===== config.mk =====
export PLATFORM = sky130hd
export DESIGN_NAME = y86_writeback_flat
export DESIGN_NICKNAME = d
export VERILOG_FILES = /design/src/rtl/y86_pkg.sv /design/src/rtl/y86_writeback_if.sv /design/src/rtl/y86_wb_fifo.sv /design/src/rtl/y86_writeback.sv /design/src/flat_wrapper.sv
export SDC_FILE = /design/constraint.sdc
export NUM_CORES = 1
export LEC_CHECK = 0
export CELL_PAD_IN_SITES_DETAIL_PLACEMENT = 1
export CELL_PAD_IN_SITES_GLOBAL_PLACEMENT = 2
export CORE_ASPECT_RATIO = 1.75
export CORE_MARGIN = 2
export CORE_UTILIZATION = 37
export DETAILED_ROUTE_END_ITERATION = 6
export GPL_TIMING_DRIVEN = 0
export PLACE_DENSITY = 0.78
export REMOVE_ABC_BUFFERS = 1
export SYNTH_ARGS = -nofsm -noshare
export SYNTH_HDL_FRONTEND = slang
export SYNTH_HIERARCHICAL = 1
export SYNTH_SLANG_ARGS = --single-unit

===== constraint.sdc =====
create_clock -name clk -period 3.9 [get_ports clk]
set_input_delay 0.78 -clock clk [delete_from_list [all_inputs] [get_ports clk]]
set_output_delay 0.78 -clock clk [all_outputs]
set_load 0.01 [all_outputs]

===== src/rtl/y86_pkg.sv =====
// y86_pkg: shared constants, entry type and write-rule helpers for the Y86 writeback stage
package y86_pkg;
   localparam int REG_W = 4;
   localparam int WORD_W = 32;
   localparam logic [REG_W-1:0] RNONE = 4'hF;
   localparam logic [2:0] STAT_AOK = 3'd1;
   localparam logic [2:0] STAT_HLT = 3'd2;
   localparam logic [2:0] STAT_ADR = 3'd3;
   localparam logic [2:0] STAT_INS = 3'd4;

   typedef struct packed {
      logic [REG_W-1:0]  dstE;
      logic [WORD_W-1:0] valE;
      logic [REG_W-1:0]  dstM;
      logic [WORD_W-1:0] valM;
      logic [2:0]        stat;
   } wb_entry_t;

   // E port yields to M when both target the same register (popl %esp)
   function automatic logic wr_e(wb_entry_t e);
      return e.dstE != RNONE && e.stat == STAT_AOK && e.dstE != e.dstM;
   endfunction

   function automatic logic wr_m(wb_entry_t e);
      return e.dstM != RNONE && e.stat == STAT_AOK;
   endfunction

   function automatic logic [7:0] reg_bit(logic [REG_W-1:0] r);
      return r[3] ? 8'h00 : 8'h01 << r[2:0];
   endfunction

   function automatic logic [7:0] ent_mask(wb_entry_t e);
      return (wr_e(e) ? reg_bit(e.dstE) : 8'h00) | (wr_m(e) ? reg_bit(e.dstM) : 8'h00);
   endfunction
endpackage


===== src/rtl/y86_writeback_if.sv =====
// y86_writeback_if: retiring-instruction handshake from the memory stage into writeback
interface y86_writeback_if;
   import y86_pkg::*;
   logic              in_valid;
   logic              in_ready;
   logic [REG_W-1:0]  in_dstE;
   logic [WORD_W-1:0] in_valE;
   logic [REG_W-1:0]  in_dstM;
   logic [WORD_W-1:0] in_valM;
   logic [2:0]        in_stat;
   modport master (output in_valid, in_dstE, in_valE, in_dstM, in_valM, in_stat, input in_ready);
   modport slave (input in_valid, in_dstE, in_valE, in_dstM, in_valM, in_stat, output in_ready);
endinterface


===== src/rtl/y86_wb_fifo.sv =====
// y86_wb_fifo: DEPTH-entry retire buffer with per-slot valid flags and pending-write masks
module y86_wb_fifo
   import y86_pkg::*;
#(
   parameter int DEPTH = 2
) (
   input  logic       clk,
   input  logic       reset_n,
   input  logic       push_i,
   input  wb_entry_t  din_i,
   input  logic       pop_i,
   output wb_entry_t  head_o,
   output logic [7:0] msk_o [DEPTH],
   output logic [DEPTH-1:0] vld_o,
   output logic       full_o,
   output logic       empty_o
);
   localparam int AW = $clog2(DEPTH);
   wb_entry_t mem_q [DEPTH];
   logic [AW-1:0] wr_q, rd_q;
   logic [AW:0] cnt_q, cnt_d;
   logic [DEPTH-1:0] vld_q, vld_d;

   // occupancy and slot flags; a simultaneous push and pop leaves the count unchanged
   always_comb begin
      cnt_d = cnt_q + {{AW{1'b0}}, push_i} - {{AW{1'b0}}, pop_i};
      vld_d = vld_q;
      if (pop_i) vld_d[rd_q] = 1'b0;
      if (push_i) vld_d[wr_q] = 1'b1;
   end

   // entry storage; a slot's contents matter only while its valid flag is set
   always_ff @(posedge clk)
      if (push_i) mem_q[wr_q] <= din_i;

   // pointers wrap naturally since DEPTH is a power of two
   always_ff @(posedge clk or negedge reset_n)
      if (!reset_n) begin
         wr_q  <= '0;
         rd_q  <= '0;
         cnt_q <= '0;
         vld_q <= '0;
      end else begin
         wr_q  <= wr_q + AW'(push_i);
         rd_q  <= rd_q + AW'(pop_i);
         cnt_q <= cnt_d;
         vld_q <= vld_d;
      end

   // effective register writes each stored entry will perform
   always_comb
      for (int i = 0; i < DEPTH; i++) msk_o[i] = ent_mask(mem_q[i]);

   assign head_o  = mem_q[rd_q];
   assign vld_o   = vld_q;
   assign full_o  = cnt_q == (AW+1)'(DEPTH);
   assign empty_o = cnt_q == '0;
endmodule


===== src/rtl/y86_writeback.sv =====
// y86_writeback: buffers retiring instructions and drains them onto the dual-port register file
module y86_writeback
   import y86_pkg::*;
#(
   parameter int DEPTH = 2
) (
   input  logic              clk,
   input  logic              reset_n,
   y86_writeback_if.slave    in_if,
   input  logic              rf_stall_i,
   output logic              write1_o,
   output logic [REG_W-1:0]  register1_o,
   output logic [WORD_W-1:0] value1_o,
   output logic              write2_o,
   output logic [REG_W-1:0]  register2_o,
   output logic [WORD_W-1:0] value2_o,
   output logic [7:0]        pending_mask_o,
   output logic              halted_o,
   output logic [31:0]       retired_count_o
);
   wb_entry_t din, head;
   logic [7:0] msk [DEPTH];
   logic [DEPTH-1:0] vld;
   logic full, empty, push, pop;
   logic w1_q, w1_d, w2_q, w2_d, halt_q, halt_d, stop_q, stop_d;
   logic [REG_W-1:0] r1_q, r1_d, r2_q, r2_d;
   logic [WORD_W-1:0] v1_q, v1_d, v2_q, v2_d;
   logic [31:0] cnt_q, cnt_d;

   assign din = {in_if.in_dstE, in_if.in_valE, in_if.in_dstM, in_if.in_valM, in_if.in_stat};
   assign in_if.in_ready = reset_n && !full && !halt_q && !stop_q;
   assign push = in_if.in_valid && in_if.in_ready;
   assign pop  = !empty && !rf_stall_i;

   y86_wb_fifo #(.DEPTH(DEPTH)) u_fifo (
      .clk(clk), .reset_n(reset_n), .push_i(push), .din_i(din), .pop_i(pop),
      .head_o(head), .msk_o(msk), .vld_o(vld), .full_o(full), .empty_o(empty)
   );

   // port values follow the popped head and hold while stalled; acceptance closes once a non-AOK entry is taken
   always_comb begin
      w1_d   = pop && wr_e(head);
      w2_d   = pop && wr_m(head);
      r1_d   = pop ? head.dstE : r1_q;
      v1_d   = pop ? head.valE : v1_q;
      r2_d   = pop ? head.dstM : r2_q;
      v2_d   = pop ? head.valM : v2_q;
      halt_d = halt_q || (pop && head.stat != STAT_AOK);
      stop_d = stop_q || (push && in_if.in_stat != STAT_AOK);
      cnt_d  = cnt_q + 32'(pop);
   end

   // registered port outputs, sticky status and retire counter
   always_ff @(posedge clk or negedge reset_n)
      if (!reset_n) begin
         w1_q   <= 1'b0;
         w2_q   <= 1'b0;
         r1_q   <= '0;
         v1_q   <= '0;
         r2_q   <= '0;
         v2_q   <= '0;
         halt_q <= 1'b0;
         stop_q <= 1'b0;
         cnt_q  <= '0;
      end else begin
         w1_q   <= w1_d;
         w2_q   <= w2_d;
         r1_q   <= r1_d;
         v1_q   <= v1_d;
         r2_q   <= r2_d;
         v2_q   <= v2_d;
         halt_q <= halt_d;
         stop_q <= stop_d;
         cnt_q  <= cnt_d;
      end

   // scoreboard: writes still queued plus the ones on the ports this cycle
   always_comb begin
      pending_mask_o = (w1_q ? reg_bit(r1_q) : 8'h00) | (w2_q ? reg_bit(r2_q) : 8'h00);
      for (int i = 0; i < DEPTH; i++) pending_mask_o = pending_mask_o | (vld[i] ? msk[i] : 8'h00);
   end

   assign write1_o        = w1_q;
   assign register1_o     = r1_q;
   assign value1_o        = v1_q;
   assign write2_o        = w2_q;
   assign register2_o     = r2_q;
   assign value2_o        = v2_q;
   assign halted_o        = halt_q;
   assign retired_count_o = cnt_q;
endmodule

===== src/flat_wrapper.sv =====
// flat-port wrapper written by rule: the top's interface ports become plain ports
module y86_writeback_flat import y86_pkg::*;
#(
   parameter int DEPTH = 2
)
  (clk, reset_n, rf_stall_i, write1_o, register1_o, value1_o, write2_o, register2_o, value2_o, pending_mask_o, halted_o, retired_count_o, in_if_in_valid, in_if_in_dstE, in_if_in_valE, in_if_in_dstM, in_if_in_valM, in_if_in_stat, in_if_in_ready);
  y86_writeback_if in_if_i ();
  input  logic clk;
  input  logic reset_n;
  input  logic rf_stall_i;
  output logic write1_o;
  output logic [REG_W-1:0] register1_o;
  output logic [WORD_W-1:0] value1_o;
  output logic write2_o;
  output logic [REG_W-1:0] register2_o;
  output logic [WORD_W-1:0] value2_o;
  output logic [7:0] pending_mask_o;
  output logic halted_o;
  output logic [31:0] retired_count_o;
  input wire logic [$bits(in_if_i.in_valid)-1:0] in_if_in_valid;
  input wire logic [$bits(in_if_i.in_dstE)-1:0] in_if_in_dstE;
  input wire logic [$bits(in_if_i.in_valE)-1:0] in_if_in_valE;
  input wire logic [$bits(in_if_i.in_dstM)-1:0] in_if_in_dstM;
  input wire logic [$bits(in_if_i.in_valM)-1:0] in_if_in_valM;
  input wire logic [$bits(in_if_i.in_stat)-1:0] in_if_in_stat;
  output wire logic [$bits(in_if_i.in_ready)-1:0] in_if_in_ready;
  assign in_if_i.in_valid = in_if_in_valid;
  assign in_if_i.in_dstE = in_if_in_dstE;
  assign in_if_i.in_valE = in_if_in_valE;
  assign in_if_i.in_dstM = in_if_in_dstM;
  assign in_if_i.in_valM = in_if_in_valM;
  assign in_if_i.in_stat = in_if_in_stat;
  assign in_if_in_ready = in_if_i.in_ready;
  y86_writeback #(.DEPTH(DEPTH)) u_core (.clk(clk), .reset_n(reset_n), .in_if(in_if_i), .rf_stall_i(rf_stall_i), .write1_o(write1_o), .register1_o(register1_o), .value1_o(value1_o), .write2_o(write2_o), .register2_o(register2_o), .value2_o(value2_o), .pending_mask_o(pending_mask_o), .halted_o(halted_o), .retired_count_o(retired_count_o));
endmodule

==> results of run 1 <==
## synthesized netlist by cell type (3+ instances only)
| master | n |
|---|---|
| a222oi_1 | 6 |
| a22o_1 | 3 |
| and3_1 | 4 |
| buf_2 | 20 |
| clkbuf_1 | 4 |
| dfrtp_1 | 114 |
| edfxtp_1 | 150 |
| ha_1 | 7 |
| inv_1 | 10 |
| mux2_2 | 145 |
| nand2_1 | 31 |
| nand2b_1 | 5 |
| nand3_1 | 25 |
| nand3b_1 | 4 |
| nand4_1 | 14 |
| nand4b_1 | 3 |
| nor2_1 | 17 |
| nor2b_1 | 6 |
| nor3_1 | 3 |
| nor3b_1 | 4 |
| nor4b_1 | 4 |
| o21ai_0 | 5 |
| o22ai_1 | 3 |
| o31ai_1 | 3 |
| o32ai_1 | 4 |
| xnor2_1 | 30 |
| xor2_1 | 12 |
## final timing paths
check,startpoint,end,slack (ns),depth (start not counted)
worst min-delay path,reset_n,u_core/value2_o[28],0.15,1
worst max-delay path,u_core/u_fifo/mem_q[0][71],pending_mask_o[2],0.12,6
max in group asynchronous,reset_n,u_core/value2_o[3],3.00,2
min in group clk,u_core/stop_q,u_core/stop_q,0.47,1
worst max register to register,u_core/u_fifo/cnt_q[1],u_core/u_fifo/mem_q[0][10],1.14,5
worst min register to register,u_core/stop_q,u_core/stop_q,0.47,1
## cell type report
type	count	area (um2)
Inverter	10	37.5
Tap cell	378	473
Fill cell	2816	14500
Clock inverter	11	141
Timing Repair Buffer	203	2130
Clock buffer	35	703
Multi-Input combinational cell	365	3250
Sequential cell	264	7360
## kinds of logic (layout without fill, tap and decap cells)
kind of cell | count (synthesis) | count (layout) | share of synthesized area
xor+xnor | 42 | 42 | 0.0343
flops | 264 | 264 | 0.686
mux | 145 | 145 | 0.152
simple gates | 136 | 136 | 0.0754
compound gates | 35 | 35 | 0.0273
buf+inv | 37 | 259 | 0.0167
fa+ha+maj | 7 | 7 | 0.00817
## per-layer routing
| metal | track usage | vias to the layer above |
|---|---|---|
| met5 | 0 | - |
| met1 | 0.183 | 3265 |
| met4 | 0.0652 | 0 |
| met2 | 0.339 | 171 |
| met3 | 0.0374 | 46 |
| li1 | - | 2908 |
## power by group
| part | total (uW) | switching (uW) | internal (uW) |
|---|---|---|---|
| logic | 2550 | 1000 | 1540 |
| clock network | 2500 | 1040 | 1460 |
| registers | 3760 | 362 | 3400 |
## sequential cells by signal, summed over array words and instances (netlist names), 2 cells and up
signal	cells
u_core/u_fifo/mem_q	150
u_core/retired_count_o	32
u_core/value1_o	32
u_core/value2_o	32
u_core/register1_o	4
u_core/register2_o	4
u_core/u_fifo/cnt_q	2
u_core/u_fifo/vld_o	2
## metrics by stage
stage	hold WS, ns	cells	utilization
final	0.150	1266	0.492
after detailed placement	0.456	1218	0.461
after CTS	0.134	1265	0.491
after floorplan	0.429	639	-
after global placement	0.448	1211	0.454
after global routing	0.148	1266	0.492
## timing repair
item | 4_1_cts | 5_1_grt
pin swaps | 0 | 1
endpoints found under the hold margin | 0 | 0
endpoints found under the setup margin | 1 | 3
buffers inserted | 1 | 1
resized for setup | 0 | 4
==> results.yml, run 1 <==
outcome:
  status: "completed"
critical_path:
  path_max_fanout: 6
  critPathMaxStageDelay_ns: 0.51
  critPathLaunchType: "register"
  path_class: "register to primary output"
  crit_chain: "xor2_1 -> o311a_1 -> a32o_1 -> a222oi_1 -> nand2_1 -> clkdlybuf4s50_1"
  crit_family: "compound AO/OA/AOI/OAI gates"
  crit_required_ns: 3.12
  crit_arrival_ns: 3.00
  crit_buf_inv: 1
  slowest_stage: "edfxtp_1"
  endpoint_kind: "primary output"
sta:
  min_period_over_period: 0.969
  slew_viol_final: 0
  setup_violations: 0
  tns_ns: 0
  fin_skew_ns: 0.0267
  final.setup.worst_slack_ns: 0.120
  slew_headroom: 0.497
  grt_setup_unrepaired: "no"
  finalHoldViolations: 0
  worstMarginPinSlew_ns: 0.744
  period_needed_ns: 3.78
  fmax_ghz: 0.265
route:
  drcViolationCount: 0
  wl_met2_um: 15000
  wl_um: 26800
  detail_route.first_pass.iterations: 4
  drtIter0Drc: 196
  wl_per_cell_um: 21.1
  ant_nets: 0
  via_count: 6390
  maxUsedRoutingLayer: "met4"
  met1_length_um: 9580
  wl_met3_um: 1390
  viasPerCell: 5.05
global_routing:
  antenna_found_initial: 0
  grt_max_degree: 84
  grt_usage: 0.176
  grt-ovfl-total: 0
  grt_pass1_wl_um: 41000
  grt_pass1_vias: 6953
power:
  p_leak_uw: 0.00514
  vdd_ir_drop_max_uv: 412
  power.density_nw_per_um2: 625
  power_uw: 8810
floorplanning:
  coreArea_um2: 28600
  die_x_um: 133
  row_count: 82
  initial_utilization: 0.375
  ios: 195
  fp.dieH_um: 229
  dieArea_um2: 30400
cells_and_area:
  final_cell_mix: "192 x clkdlybuf4s50_1, 150 x edfxtp_1, 145 x mux2_2"
  areaGrowthSynthToFinish_pct: 31.4
  layout_commonest_cell: "clkdlybuf4s50_1"
  drive_gt1_frac: 0.236
  num_antenna_cells: 0
  fin_nets: 955
  fin_area_um2: 14100
synthesis:
  syn_avg_cell_area_um2: 16.1
  synth_area_leaders: "edfxtp_1 42%, dfrtp_1 27%, mux2_2 15%"
  synth_top_area_frac: 0.420
  synth.yosys.warnings: 6
  synthFlopType: "edfxtp_1"
  netlist_area_um2: 10700
  synth_edf_count: 150
  synth_area_leader_cell: "edfxtp_1"
  synth-seq-cells: 264
  synth_cell_types: 48
  async_reset_ff_frac: 0.432
  synth_seq_area_share: 0.686
  synthCells: 666
clock_tree:
  tritoncts: "built"
  clk_path_buf_depth: 3
  cts_root_buf: "clkbuf_16"
  cts.sink_count: 264
  clock_latency_ns: 0.54
  cts_buffers: 25
  htreeDepth: 1
  ctsHoldBuffers: 0
  clk_pin_slew_worst_paths_ns: 0.07
placed_design:
  port_buffers: 194
  placed_cell_area_um2: 13200
  hpwl_um: 18400
  preCtsSetupSlack_ns: 0.0376
  gp_congestion: 0.831
worst_hold_path:
  hold_class: "primary input to asynchronous set/reset pin"
run:
  maxCapViolations: 0
No activity file was read; power rests on OpenSTA's default activity.
==> run 2: changes to the inputs <==
--- a/config.mk
+++ b/config.mk
@@ -5,6 +5,7 @@
 export SDC_FILE = /design/constraint.sdc
 export NUM_CORES = 1
 export LEC_CHECK = 0
+export CAP_MARGIN = 15
 export CELL_PAD_IN_SITES_DETAIL_PLACEMENT = 1
 export CELL_PAD_IN_SITES_GLOBAL_PLACEMENT = 2
 export CORE_ASPECT_RATIO = 1.75
==> results.yml, run 2 (synthesized netlist as in run 1, its figures left out) <==
cells_and_area:
  layout_commonest_cell: "clkdlybuf4s50_1"
  largest_register_ffs: 150
  final_cell_mix: "193 x clkdlybuf4s50_1, 150 x edfxtp_1, 145 x mux2_2"
  areaGrowthSynthToFinish_pct: 31.4
  fin_area_um2: 14100
  fin_nets: 956
  drive_gt1_frac: 0.237
  regMostFlops: "u_core/u_fifo/mem_q"
run:
  maxCapViolations: 0
route:
  viasPerCell: 5.03
  drtIter0Drc: 215
  via_count: 6377
  wl_um: 26700
  drcViolationCount: 0
  wl_per_cell_um: 21.1
  ant_nets: 0
  detail_route.first_pass.iterations: 5
clock_tree:
  tritoncts: "built"
  ctsHoldBuffers: 0
  htreeDepth: 1
  clock_latency_ns: 0.54
  clk_pin_slew_worst_paths_ns: 0.06
  cts_root_buf: "clkbuf_16"
  clk_path_buf_depth: 3
  cts_buffers: 25
  cts.sink_count: 264
sta:
  period_needed_ns: 3.81
  worstMarginPinSlew_ns: 0.755
  setup_violations: 0
  slew_viol_final: 0
  grt_setup_unrepaired: "no"
  min_period_over_period: 0.977
  slew_headroom: 0.490
  final.setup.worst_slack_ns: 0.0893
  finalHoldViolations: 0
  fin_skew_ns: 0.0169
  fmax_ghz: 0.262
critical_path:
  path_class: "register to primary output"
  crit_end: "pending_mask_o[6]"
  critPathLaunchType: "register"
  startpoint: "u_core/u_fifo/mem_q[1][71]"
  reg2reg_from: "u_core/u_fifo/cnt_q[1]"
  reg2reg_to: "u_core/u_fifo/mem_q[0][12]"
  r2r_slack_ns: 1.11
  path_max_fanout: 9
  reg2reg_depth: 5
  crit_required_ns: 3.12
  crit_arrival_ns: 3.03
  endpoint_kind: "primary output"
floorplanning:
  dieArea_um2: 30400
  die_x_um: 133
  initial_utilization: 0.375
  row_count: 82
  fp.dieH_um: 229
  ios: 195
  coreArea_um2: 28600
power:
  swShare: 0.273
  clockPowerShare: 0.283
  power_frac_comb: 0.290
  switchingPower_uw: 2400
  vdd_ir_drop_max_uv: 410
  power_uw: 8800
  p_int_uw: 6400
  seqPwrFrac: 0.427
  p_leak_uw: 0.00512
  power.density_nw_per_um2: 625
global_routing:
  grt_max_degree: 84
  grt_pass1_vias: 7023
  grt_pass1_wl_um: 41200
  antenna_found_initial: 2
  grt_usage: 0.176
  grt-ovfl-total: 0
placed_design:
  port_buffers: 194
  hpwl_um: 18400
  placed_cell_area_um2: 13200
  preCtsSetupSlack_ns: 0.0884
  gp_congestion: 0.831
outcome:
  status: "completed"
worst_hold_path:
  hold_class: "primary input to asynchronous set/reset pin"
-- run 2: area by class of cell --
type | instances | area, um2
antenna | 1 | 2.50
clock buffer | 35 | 703
clock inverter | 11 | 141
fill | 2822 | 14500
inverter | 10 | 37.5
multi-input combinational | 365 | 3240
sequential | 264 | 7360
tap | 378 | 473
timing repair buffer | 204 | 2140
-- run 2: power by group through the flow --
stage | logic [uW] | clock network [uW] | registers (uW)
CTS | 2620 | 2590 | 3780
finish | 2550 | 2500 | 3760
detailed placement | 2600 | 0 | 3830
global placement | 2510 | 0 | 3930
global route | 2720 | 2680 | 3840
floorplan | 1010 | 0 | 4010
-- run 2: what timing repair did --
action                                  CTS  global route
cloned                                    0             0
pin swaps                                 0             2
resized for setup                         0             2
buffers inserted                          1             2
endpoints found under the setup margin    1             4
-- run 2: metrics by stage --
| stage | instances | setup TNS (ns) | util | hold slack, ns |
|---|---|---|---|---|
| after floorplan | 639 | -102.86 | - | 0.429 |
| after detailed placement | 1218 | 0 | 0.461 | 0.456 |
| after CTS | 1265 | 0 | 0.491 | 0.135 |
| after global routing | 1268 | 0 | 0.492 | 0.143 |
| final | 1268 | 0 | 0.492 | 0.146 |
| after global placement | 1211 | -1903.69 | 0.454 | 0.448 |
-- run 2: worst max-delay path: stages, from the launching register on --
cell and delay (ns):
edfxtp_1 0.56, xor2_1 0.27, nor4b_2 0.49, o22ai_1 0.16
a222oi_1 0.43, nand2_1 0.10, clkdlybuf4s50_1 0.48
-- run 2: routing by layer --
metal	global-route usage	part of all wire	vias up
met3	0.0387	0.052	39
met1	0.184	0.36	3263
met4	0.0649	0.026	2
met2	0.339	0.56	170
met5	0	0.00049	-
li1	-	-	2903
-- run 2: how the worst min path moves through the flow --
stage | startpoint | end | slack [ns] | cells after the start
floorplan | u_core/stop_q | u_core/stop_q | 0.43 | 1
global placement | u_core/stop_q | u_core/stop_q | 0.45 | 1
detailed placement | u_core/stop_q | u_core/stop_q | 0.46 | 1
CTS | reset_n | u_core/value2_o[31] | 0.13 | 1
global route | reset_n | u_core/value2_o[31] | 0.14 | 1
finish | reset_n | u_core/value2_o[31] | 0.15 | 1
==> run 3: changes to the inputs <==
--- a/config.mk
+++ b/config.mk
@@ -5,15 +5,17 @@
 export SDC_FILE = /design/constraint.sdc
 export NUM_CORES = 1
 export LEC_CHECK = 0
+export ABC_AREA = 1
 export CAP_MARGIN = 15
 export CELL_PAD_IN_SITES_DETAIL_PLACEMENT = 1
 export CELL_PAD_IN_SITES_GLOBAL_PLACEMENT = 2
 export CORE_ASPECT_RATIO = 1.75
 export CORE_MARGIN = 2
-export CORE_UTILIZATION = 37
+export CORE_UTILIZATION = 34
+export CTS_BUF_LIST = sky130_fd_sc_hd__clkbuf_8
 export DETAILED_ROUTE_END_ITERATION = 6
 export GPL_TIMING_DRIVEN = 0
-export PLACE_DENSITY = 0.78
+export PLACE_DENSITY = 0.81
 export REMOVE_ABC_BUFFERS = 1
 export SYNTH_ARGS = -nofsm -noshare
 export SYNTH_HDL_FRONTEND = slang
==> results.yml, run 3 <==
cells_and_area:
  fin_nets: 1472
  areaGrowthSynthToFinish_pct: 28.6
  largest_register_ffs: 150
  regMostFlops: "u_core/u_fifo/mem_q"
  fin_util: 0.444
  drive_gt1_frac: 0.0788
  final_cell_mix: "608 x nand2_1, 193 x clkdlybuf4s50_1, 150 x edfxtp_1"
  layout_commonest_cell: "nand2_1"
synthesis:
  synth_area_leader_cell: "edfxtp_1"
  synth_seq_area_share: 0.646
  synth-seq-cells: 264
  synth_common_cells: "608 x nand2_1, 150 x edfxtp_1, 114 x dfrtp_1"
  synthCells: 1176
  synth_cell_types: 32
  synthFlopType: "edfxtp_1"
  synth.yosys.warnings: 6
  synth_edf_count: 150
  synth_area_leaders: "edfxtp_1 40%, dfrtp_1 25%, nand2_1 20%"
  netlist_area_um2: 11400
  syn_avg_cell_area_um2: 9.69
  synth_top_area_frac: 0.395
  async_reset_ff_frac: 0.432
  synth_most_common_cell: "nand2_1"
critical_path:
  endpoint_kind: "primary output"
  path_max_fanout: 4
  r2r_slack_ns: 1.46
  crit_required_ns: 3.12
  crit_top_cell: "nand2_1"
  critPathMaxStageDelay_ns: 0.55
  reg2reg_depth: 11
  critPathLaunchType: "register"
  crit_chain: "nor2_1 -> nand2_1 -> nor3_2 -> nand2_1 -> nand2_1 -> nand2_1 -> nand4_1 -> clkdlybuf4s50_1"
  crit_arrival_ns: 2.57
  slowest_stage: "clkdlybuf4s50_1"
  path_class: "register to primary output"
floorplanning:
  fp.dieH_um: 246
  ios: 195
  dieArea_um2: 35000
  die_x_um: 142
  initial_utilization: 0.345
  coreArea_um2: 33000
  row_count: 88
route:
  detail_route.first_pass.iterations: 4
  drcViolationCount: 0
  via_count: 8630
  viasPerCell: 4.72
  wl_um: 32200
  ant_nets: 0
  drtIter0Drc: 270
  wl_per_cell_um: 17.6
clock_tree:
  clock_latency_ns: 0.57
  cts_root_buf: "clkbuf_8"
  cts_buffers: 43
  htreeDepth: 2
  tritoncts: "built"
  clk_pin_slew_worst_paths_ns: 0.06
  post_cts_buffers: 0
  ctsHoldBuffers: 0
  cts.sink_count: 264
  cts.repair.resized: 0
  clk_path_buf_depth: 3
sta:
  setup_violations: 0
  fin_skew_ns: 0.0257
  worstMarginPinSlew_ns: 0.814
  min_period_over_period: 0.859
  grt_setup_unrepaired: "no"
  slew_headroom: 0.457
  slew_viol_final: 0
  period_needed_ns: 3.35
  fmax_ghz: 0.298
  tns_ns: 0
  finalHoldViolations: 0
global_routing:
  grt_pass1_vias: 9466
  grt_usage: 0.187
  antenna_found_initial: 6
  grt_pass1_wl_um: 50400
  grt_max_degree: 85
  grt-ovfl-total: 0
power:
  p_int_uw: 5690
  swShare: 0.337
  seqPwrFrac: 0.430
  vdd_ir_drop_max_uv: 328
  power.density_nw_per_um2: 586
  switchingPower_uw: 2890
  p_leak_uw: 0.00647
  power_uw: 8580
  power_frac_comb: 0.303
  clockPowerShare: 0.268
outcome:
  status: "completed"
worst_hold_path:
  hold_class: "primary input to asynchronous set/reset pin"
placed_design:
  port_buffers: 194
  hpwl_um: 22000
  gp_congestion: 0.807
run:
  maxCapViolations: 0
-- run 3: cell count changes in the layout (fill, tap and decap cells not counted), moves of 7 or more --
cell,previous run,this run
o21ai_0,5,18
clkbuf_8,4,46
inv_1,10,74
nor2_2,0,9
clkinv_1,1,8
nand2_1,31,608
clkbuf_16,25,0
nand2_2,0,8
mux2_2,145,0
xnor2_1,30,5
nor2_1,16,65
-- run 3: path summary, 6_finish.rpt --
kind / start / to
min reg2reg: u_core/stop_q / u_core/stop_q
max reg2reg: u_core/u_fifo/cnt_q[1] / u_core/u_fifo/mem_q[1][69]
max: u_core/u_fifo/mem_q[1][2] / pending_mask_o[7]
min in group clk: u_core/stop_q / u_core/stop_q
max in group asynchronous: reset_n / u_core/value2_o[0]
min: reset_n / u_core/register1_o[1]
-- run 3: per-stage QoR --
| step | instances | setup WS (ns) | hold WS (ns) | area, um2 |
|---|---|---|---|---|
| final | 1829 | 0.548 | 0.118 | 14700 |
| after CTS | 1826 | 0.458 | 0.0983 | 14600 |
| after global routing | 1828 | 0.340 | 0.113 | 14600 |
| after floorplan | 1141 | -0.0700 | 0.427 | 11200 |
| after detailed placement | 1746 | 0.214 | 0.457 | 13800 |
| after global placement | 1740 | -6.41 | 0.447 | 13600 |
-- run 3: power by group through the flow --
stage | logic, uW | registers [uW] | clock network [uW]
after floorplan | 979 | 3910 | 0
after global placement | 2500 | 3850 | 0
after detailed placement | 2670 | 3740 | 0
after CTS | 2680 | 3700 | 2390
after global routing | 2890 | 3750 | 2500
final | 2600 | 3690 | 2300
-- run 3: cells by family (layout without fill, tap and decap cells) --
family | Yosys count | in the layout | share of synthesized area
adder cells (fa/ha/maj) | 7 | 7 | 0.00769
AND/OR/NAND/NOR | 759 | 759 | 0.277
buffers and inverters | 100 | 345 | 0.0387
flip-flops | 264 | 264 | 0.646
other | 0 | 3 | 0
XOR/XNOR | 22 | 22 | 0.0189
AO/OA/AOI/OAI | 24 | 24 | 0.0122
-- run 3: worst max-delay path, delay by kind of cell, from the launching register on --
kind | cells | cell delay (ns)
simple gates | 7 | 1.06
buf+inv | 1 | 0.55
flops | 1 | 0.39
-- run 3: cell type report --
class,instances,area [um2]
multi-input combinational,812,3620
clock inverter,34,179
clock buffer,46,633
fill,3745,18400
antenna,3,7.51
sequential,264,7360
inverter,65,249
timing repair buffer,200,2090
tap,405,507
-- run 3: routing by layer --
metal	up-vias	global-route usage	wire length, um
met3	82	0.0416	1640
met5	-	0	41
met2	211	0.365	17800
li1	4153	-	-
met1	4178	0.179	11100
met4	6	0.0990	1590
